[config.mk]
export PLATFORM = sky130hd
export DESIGN_NAME = wb4_arb_flat
export DESIGN_NICKNAME = d
export VERILOG_FILES = /design/src/rtl/wb4_arb_if.sv /design/src/rtl/wb4_arb.sv /design/src/flat_wrapper.sv
export SDC_FILE = /design/constraint.sdc
export NUM_CORES = 1
export LEC_CHECK = 0
export BUFFER_PORTS_ARGS = -buffer_cell sky130_fd_sc_hd__buf_2
export CAP_MARGIN = 10
export CORE_AREA = 2 2 111 113
export DETAILED_ROUTE_END_ITERATION = 10
export DIE_AREA = 0 0 113 115
export GPL_TIMING_DRIVEN = 0
export SYNTH_ARGS = -nofsm -noshare
export SYNTH_HDL_FRONTEND = slang
export SYNTH_SLANG_ARGS = --single-unit
[constraint.sdc]
create_clock -name wb4_clk_i -period 1.09 [get_ports wb4_clk_i]
set_input_delay 0.1635 -clock wb4_clk_i [delete_from_list [all_inputs] [get_ports wb4_clk_i]]
set_output_delay 0.1635 -clock wb4_clk_i [all_outputs]
set_load 0.01 [all_outputs]
[src/rtl/wb4_arb_if.sv]
// wb4_arb_if: master-facing and slave-facing Wishbone B4 signals of the round-robin arbiter
interface wb4_arb_if #(
  parameter int ARCHBITSZ   = 32,
  parameter int MASTERCOUNT = 2
);
  localparam int SELBITSZ = ARCHBITSZ / 8;
  logic [MASTERCOUNT-1:0]           m_cyc_i, m_stb_i, m_we_i, m_stall_o, m_ack_o;
  logic [MASTERCOUNT*ARCHBITSZ-1:0] m_addr_i, m_data_i;
  logic [MASTERCOUNT*SELBITSZ-1:0]  m_sel_i;
  logic [ARCHBITSZ-1:0]             m_data_o, s_addr_o, s_data_o, s_data_i;
  logic [SELBITSZ-1:0]              s_sel_o;
  logic                             s_cyc_o, s_stb_o, s_we_o, s_stall_i, s_ack_i;
  modport arb (
    input  m_cyc_i, m_stb_i, m_we_i, m_addr_i, m_data_i, m_sel_i, s_stall_i, s_ack_i, s_data_i,
    output m_stall_o, m_ack_o, m_data_o, s_cyc_o, s_stb_o, s_we_o, s_addr_o, s_data_o, s_sel_o
  );
  modport master (
    output m_cyc_i, m_stb_i, m_we_i, m_addr_i, m_data_i, m_sel_i,
    input  m_stall_o, m_ack_o, m_data_o
  );
  modport slave (
    input  s_cyc_o, s_stb_o, s_we_o, s_addr_o, s_data_o, s_sel_o,
    output s_stall_i, s_ack_i, s_data_i
  );
endinterface

[src/rtl/wb4_arb.sv]
// wb4_arb: round-robin, CYC-locked arbiter sharing one pipelined Wishbone B4 slave among masters
module wb4_arb #(
  parameter int ARCHBITSZ   = 32,
  parameter int MASTERCOUNT = 2
) (
  input logic wb4_clk_i,
  input logic wb4_rst_i,
  wb4_arb_if.arb bus
);
  localparam int GNTBITSZ = MASTERCOUNT > 1 ? $clog2(MASTERCOUNT) : 1;
  localparam int SELBITSZ = ARCHBITSZ / 8;
  logic                gntvld_q, gntvld_d, own;
  logic [GNTBITSZ-1:0] gnt_q, gnt_d, last_q, last_d, cand;
  // Owner keeps the bus while its CYC is high; otherwise search from last+1 onward.
  always_comb begin
    gntvld_d = gntvld_q && bus.m_cyc_i[gnt_q];
    gnt_d = gnt_q;
    last_d = last_q;
    cand = '0;
    if (!gntvld_d)
      for (int i = MASTERCOUNT; i > 0; i--) begin
        cand = GNTBITSZ'((int'(last_q) + i) % MASTERCOUNT);
        if (bus.m_cyc_i[cand]) begin
          gntvld_d = 1'b1;
          gnt_d = cand;
          last_d = cand;
        end
      end
  end
  always_ff @(posedge wb4_clk_i)
    if (wb4_rst_i) begin
      gntvld_q <= 1'b0;
      gnt_q <= '0;
      last_q <= GNTBITSZ'(MASTERCOUNT - 1);
    end else begin
      gntvld_q <= gntvld_d;
      gnt_q <= gnt_d;
      last_q <= last_d;
    end
  assign own = gntvld_q && !wb4_rst_i;
  assign bus.m_data_o = bus.s_data_i;
  always_comb begin
    bus.s_cyc_o = own && bus.m_cyc_i[gnt_q];
    bus.s_stb_o = own && bus.m_cyc_i[gnt_q] && bus.m_stb_i[gnt_q];
    bus.s_we_o = own && bus.m_we_i[gnt_q];
    bus.s_addr_o = own ? bus.m_addr_i[gnt_q*ARCHBITSZ +: ARCHBITSZ] : '0;
    bus.s_data_o = own ? bus.m_data_i[gnt_q*ARCHBITSZ +: ARCHBITSZ] : '0;
    bus.s_sel_o = own ? bus.m_sel_i[gnt_q*SELBITSZ +: SELBITSZ] : '0;
    bus.m_stall_o = '1;
    bus.m_ack_o = '0;
    if (own) begin
      bus.m_stall_o[gnt_q] = bus.s_stall_i;
      bus.m_ack_o[gnt_q] = bus.s_ack_i && bus.m_cyc_i[gnt_q];
    end
  end
endmodule

[src/flat_wrapper.sv]
// flat-port wrapper written by rule: the top's interface ports become plain ports
module wb4_arb_flat 
#(
  parameter int ARCHBITSZ   = 32,
  parameter int MASTERCOUNT = 2
)
  (wb4_clk_i, wb4_rst_i, bus_m_cyc_i, bus_m_stb_i, bus_m_we_i, bus_m_addr_i, bus_m_data_i, bus_m_sel_i, bus_s_stall_i, bus_s_ack_i, bus_s_data_i, bus_m_stall_o, bus_m_ack_o, bus_m_data_o, bus_s_cyc_o, bus_s_stb_o, bus_s_we_o, bus_s_addr_o, bus_s_data_o, bus_s_sel_o);
  wb4_arb_if #(.ARCHBITSZ(ARCHBITSZ), .MASTERCOUNT(MASTERCOUNT)) bus_i ();
  input logic wb4_clk_i;
  input logic wb4_rst_i;
  input wire logic [$bits(bus_i.m_cyc_i)-1:0] bus_m_cyc_i;
  input wire logic [$bits(bus_i.m_stb_i)-1:0] bus_m_stb_i;
  input wire logic [$bits(bus_i.m_we_i)-1:0] bus_m_we_i;
  input wire logic [$bits(bus_i.m_addr_i)-1:0] bus_m_addr_i;
  input wire logic [$bits(bus_i.m_data_i)-1:0] bus_m_data_i;
  input wire logic [$bits(bus_i.m_sel_i)-1:0] bus_m_sel_i;
  input wire logic [$bits(bus_i.s_stall_i)-1:0] bus_s_stall_i;
  input wire logic [$bits(bus_i.s_ack_i)-1:0] bus_s_ack_i;
  input wire logic [$bits(bus_i.s_data_i)-1:0] bus_s_data_i;
  output wire logic [$bits(bus_i.m_stall_o)-1:0] bus_m_stall_o;
  output wire logic [$bits(bus_i.m_ack_o)-1:0] bus_m_ack_o;
  output wire logic [$bits(bus_i.m_data_o)-1:0] bus_m_data_o;
  output wire logic [$bits(bus_i.s_cyc_o)-1:0] bus_s_cyc_o;
  output wire logic [$bits(bus_i.s_stb_o)-1:0] bus_s_stb_o;
  output wire logic [$bits(bus_i.s_we_o)-1:0] bus_s_we_o;
  output wire logic [$bits(bus_i.s_addr_o)-1:0] bus_s_addr_o;
  output wire logic [$bits(bus_i.s_data_o)-1:0] bus_s_data_o;
  output wire logic [$bits(bus_i.s_sel_o)-1:0] bus_s_sel_o;
  assign bus_i.m_cyc_i = bus_m_cyc_i;
  assign bus_i.m_stb_i = bus_m_stb_i;
  assign bus_i.m_we_i = bus_m_we_i;
  assign bus_i.m_addr_i = bus_m_addr_i;
  assign bus_i.m_data_i = bus_m_data_i;
  assign bus_i.m_sel_i = bus_m_sel_i;
  assign bus_i.s_stall_i = bus_s_stall_i;
  assign bus_i.s_ack_i = bus_s_ack_i;
  assign bus_i.s_data_i = bus_s_data_i;
  assign bus_m_stall_o = bus_i.m_stall_o;
  assign bus_m_ack_o = bus_i.m_ack_o;
  assign bus_m_data_o = bus_i.m_data_o;
  assign bus_s_cyc_o = bus_i.s_cyc_o;
  assign bus_s_stb_o = bus_i.s_stb_o;
  assign bus_s_we_o = bus_i.s_we_o;
  assign bus_s_addr_o = bus_i.s_addr_o;
  assign bus_s_data_o = bus_i.s_data_o;
  assign bus_s_sel_o = bus_i.s_sel_o;
  wb4_arb #(.ARCHBITSZ(ARCHBITSZ), .MASTERCOUNT(MASTERCOUNT)) u_core (.wb4_clk_i(wb4_clk_i), .wb4_rst_i(wb4_rst_i), .bus(bus_i));
endmodule
==> reports/qor.csv <==
stage,metric,value,unit
hold_path,hold_path.class,in2reg,
setup_path,cp-end-kind,output pin,
power,power.share.clock,0.290,
timing,rsz0062_at_grt,yes,
cts,ctsHoldBuffers,0,
grt,grt_overflow,0,
grt,met3_usage,0.0132,
power,internal_power,0.00137,W
setup_path,reg2reg_slack,90,ps
setup_path,crit_path_start_kind,flop,
power,irDropWorstVdd,0.529,mV
timing,fmax,688,MHz
grt,grt_util_all_layers,0.0851,
die,initial_utilization,0.130,
routing,dr.pass1.iters,7,
die,core_area,0.0118,mm²
grt,antenna_found_initial,0,
routing,vias,2370,
placement,finalWeightedCongestion,0.755,
power,p_leak,1.93,nW
power,p_comb_frac,0.644,
routing,routed_wirelength,7070,µm
setup_path,cp_slowest_stage_delay,380,ps
finish,drive_above_1_share,0.682,
timing,setup_ws,-363,ps
synth,avgSynthCellArea,7.09,µm²
timing,slew_headroom,0.879,
timing,report.final.hold_viol_count,0,
grt,busiest_layer,met2,
cts,h-tree-depth,1,
timing,tns,-23830,ps
die,die_h,115,µm
timing,min_period,1450,ps
power,power_density,579,mW/mm²
synth,synth_cells,216,
grt,grt_pass1_vias,1968,
setup_path,required,930,ps
setup_path,crit_chain,buf_12 -> buf_6 -> mux2i_2 -> nor2_2 -> buf_2,
setup_path,critPathTopFamily,buffers and inverters,
cts,clockRootBuffer,clkbuf_16,
timing,finalCritPeriodShare,1.33,
grt,grt_max_degree,11,
synth,synth.distinct_cells,21,
routing,wire_per_inst,11.2,µm
grt,grtUsageMet1,0.0896,
run_status,run_status,finished with violations,
setup_path,critical-path-slowest-cell,dfxtp_4,
grt,use_met2,0.175,
finish,num-fill-cells,1334,
timing,fin_skew,2.64,ps
timing,setup_viol,75,
cts,cts.path.max_buffers,2,
power,power,0.00201,W
timing,worst_slew_pin_slew,178,ps
run_status,violations,"DRC, setup timing",
routing,drc,14,
synth,synth_seq_area_share,0.0392,
die,die_x,113,µm
synth,synth_area,0.00153,mm²
cts,insertion_delay,220,ps
synth,synth_warnings,0,
finish,final_nets,664,
power,share_seq_of_total_power,0.066,
setup_path,worstSetupPathType,reg2out,
routing,ant_nets,0,
run,cap_violations,0,
placement,dp_hpwl,5680,µm
synth,synth_seq_cells,3,
die,io_pins,285,
setup_path,arrival,1290,ps
setup_path,critPathMaxFanout,8,
timing,drv_slew,0,
cts,cts_tree,built,
routing,first_iter_violations,40,
cts,cts_made_buffers,3,
die,die-area,0.0130,mm²
power,power_switching_share,0.318,
grt,grt_pass1_wl,8990,µm
placement,port-buffer-count,251,
finish,n_antenna_cell,0,
finish,syn_to_final_growth,126,%
routing,viasPerCell,3.75,
synth,syn-num-nets,394,
cts,clk_pin_slew,30,ps
die,num_rows,40,
setup_path,crit_buf_inv,3,
cts,clock_sinks,3,
power,p_switching,0.000639,W
-- cells in the final DEF (no fill, tap or decap) --
cell         n
nor3_2       1
a21bo_2      1
nor2_1      71
buf_2      252
buf_16       3
nor2b_1      3
mux2i_2      4
buf_12       9
mux2i_1     65
buf_6        5
nand2_1      2
nor2_2       2
a22oi_1      1
and4_1       1
dfxtp_4      2
a21o_1       1
a21oi_2      1
mux2i_4      1
or3_1        1
clkbuf_16    6
o21ai_0      2
buf_8        1
buf_4       42
dfxtp_1      1
nand2b_4     1
a31o_1       1
nand3_1      1
clkbuf_1     1
nand3b_1     3
-- sequential cells by signal, indices dropped and copies added (netlist names) --
signal           flops
u_core.gnt_q         1
u_core.gntvld_q      1
u_core.last_q        1
-- per-stage QoR --
stage / cell area, µm² / cells / util / setup WS [ps] / hold WS (ps)
after detailed placement: 2990 / 614 / 0.253 / -390 / 390
after floorplan: 1550 / 216 / - / -41.9 / 236
after global placement: 2990 / 614 / 0.253 / -396 / 394
final: 3470 / 632 / 0.294 / -363 / 162
after CTS: 3350 / 626 / 0.283 / -415 / 156
after global routing: 3470 / 632 / 0.294 / -448 / 178
-- Yosys cell counts --
cell type | number | area [µm²]
and4_1 | 1 | 8.76
a31o_1 | 1 | 8.76
nor2b_1 | 3 | 18.8
buf_8 | 1 | 15.0
nor2_1 | 73 | 274
nand2_1 | 2 | 7.51
mux2i_1 | 70 | 701
buf_6 | 2 | 22.5
buf_4 | 38 | 285
or3_1 | 1 | 6.26
a22oi_1 | 1 | 7.51
a21oi_1 | 1 | 5.00
a21bo_2 | 1 | 10.0
nor3_1 | 1 | 5.00
dfxtp_1 | 3 | 60.1
o21ai_0 | 2 | 10.0
nand3_1 | 1 | 5.00
a21o_1 | 1 | 7.51
nand3b_1 | 3 | 22.5
nand2b_1 | 1 | 6.26
buf_2 | 9 | 45.0
-- worst reg2reg max path: stages, from the launching register on --
cell	delay (ps)
dfxtp_4	370
buf_4	120
nand2_1	40
a21o_1	180
a31o_1	190
-- cells by family after synthesis --
family,synth area share
buffers and inverters,0.240
muxes,0.458
AOI/OAI and AO/OA,0.0319
DFF,0.0392
and+or+nand+nor,0.231
-- power by group through the flow --
| stage | logic [W] | registers (W) | clock network (W) |
|---|---|---|---|
| 3_3_place_gp | 0.00109 | 0.000129 | 0 |
| 4_1_cts | 0.00126 | 0.000128 | 0.000592 |
| 2_1_floorplan | 0.000605 | 0.000126 | 0 |
| 5_1_grt | 0.00139 | 0.000135 | 0.000604 |
| 6_report | 0.00129 | 0.000133 | 0.000583 |
| 3_5_place_dp | 0.00109 | 0.000128 | 0 |
-- metal layers --
layer,wire (µm),share of wire
met3,631,0.089
met1,2560,0.36
met5,0,0
met4,59,0.0083
met2,3820,0.54
-- cell type report --
type	instances	area, µm²	area share
Clock buffer	4	78.8	0.0227
Sequential cell	3	67.6	0.0195
Buffer	49	468	0.135
Tap cell	147	184	0.0530
Timing Repair Buffer	266	1520	0.438
Multi-Input combinational cell	163	1150	0.332
-- path summary, 6_finish.rpt --
check	start	end	cells past startpoint
worst min register to register	u_core.last_q	u_core.last_q	2
worst max-delay path	u_core.gnt_q	bus_s_data_o[31]	5
worst min-delay path	wb4_rst_i	u_core.gntvld_q	2
worst max register to register	u_core.gntvld_q	u_core.last_q	4
-- timing repair --
item,in CTS,in global routing
resized for setup,40,9
endpoints found under the setup margin,75,76
cloned,3,4
pin swaps,3,3
buffers inserted,5,3
(Power assumes the default switching activity.)
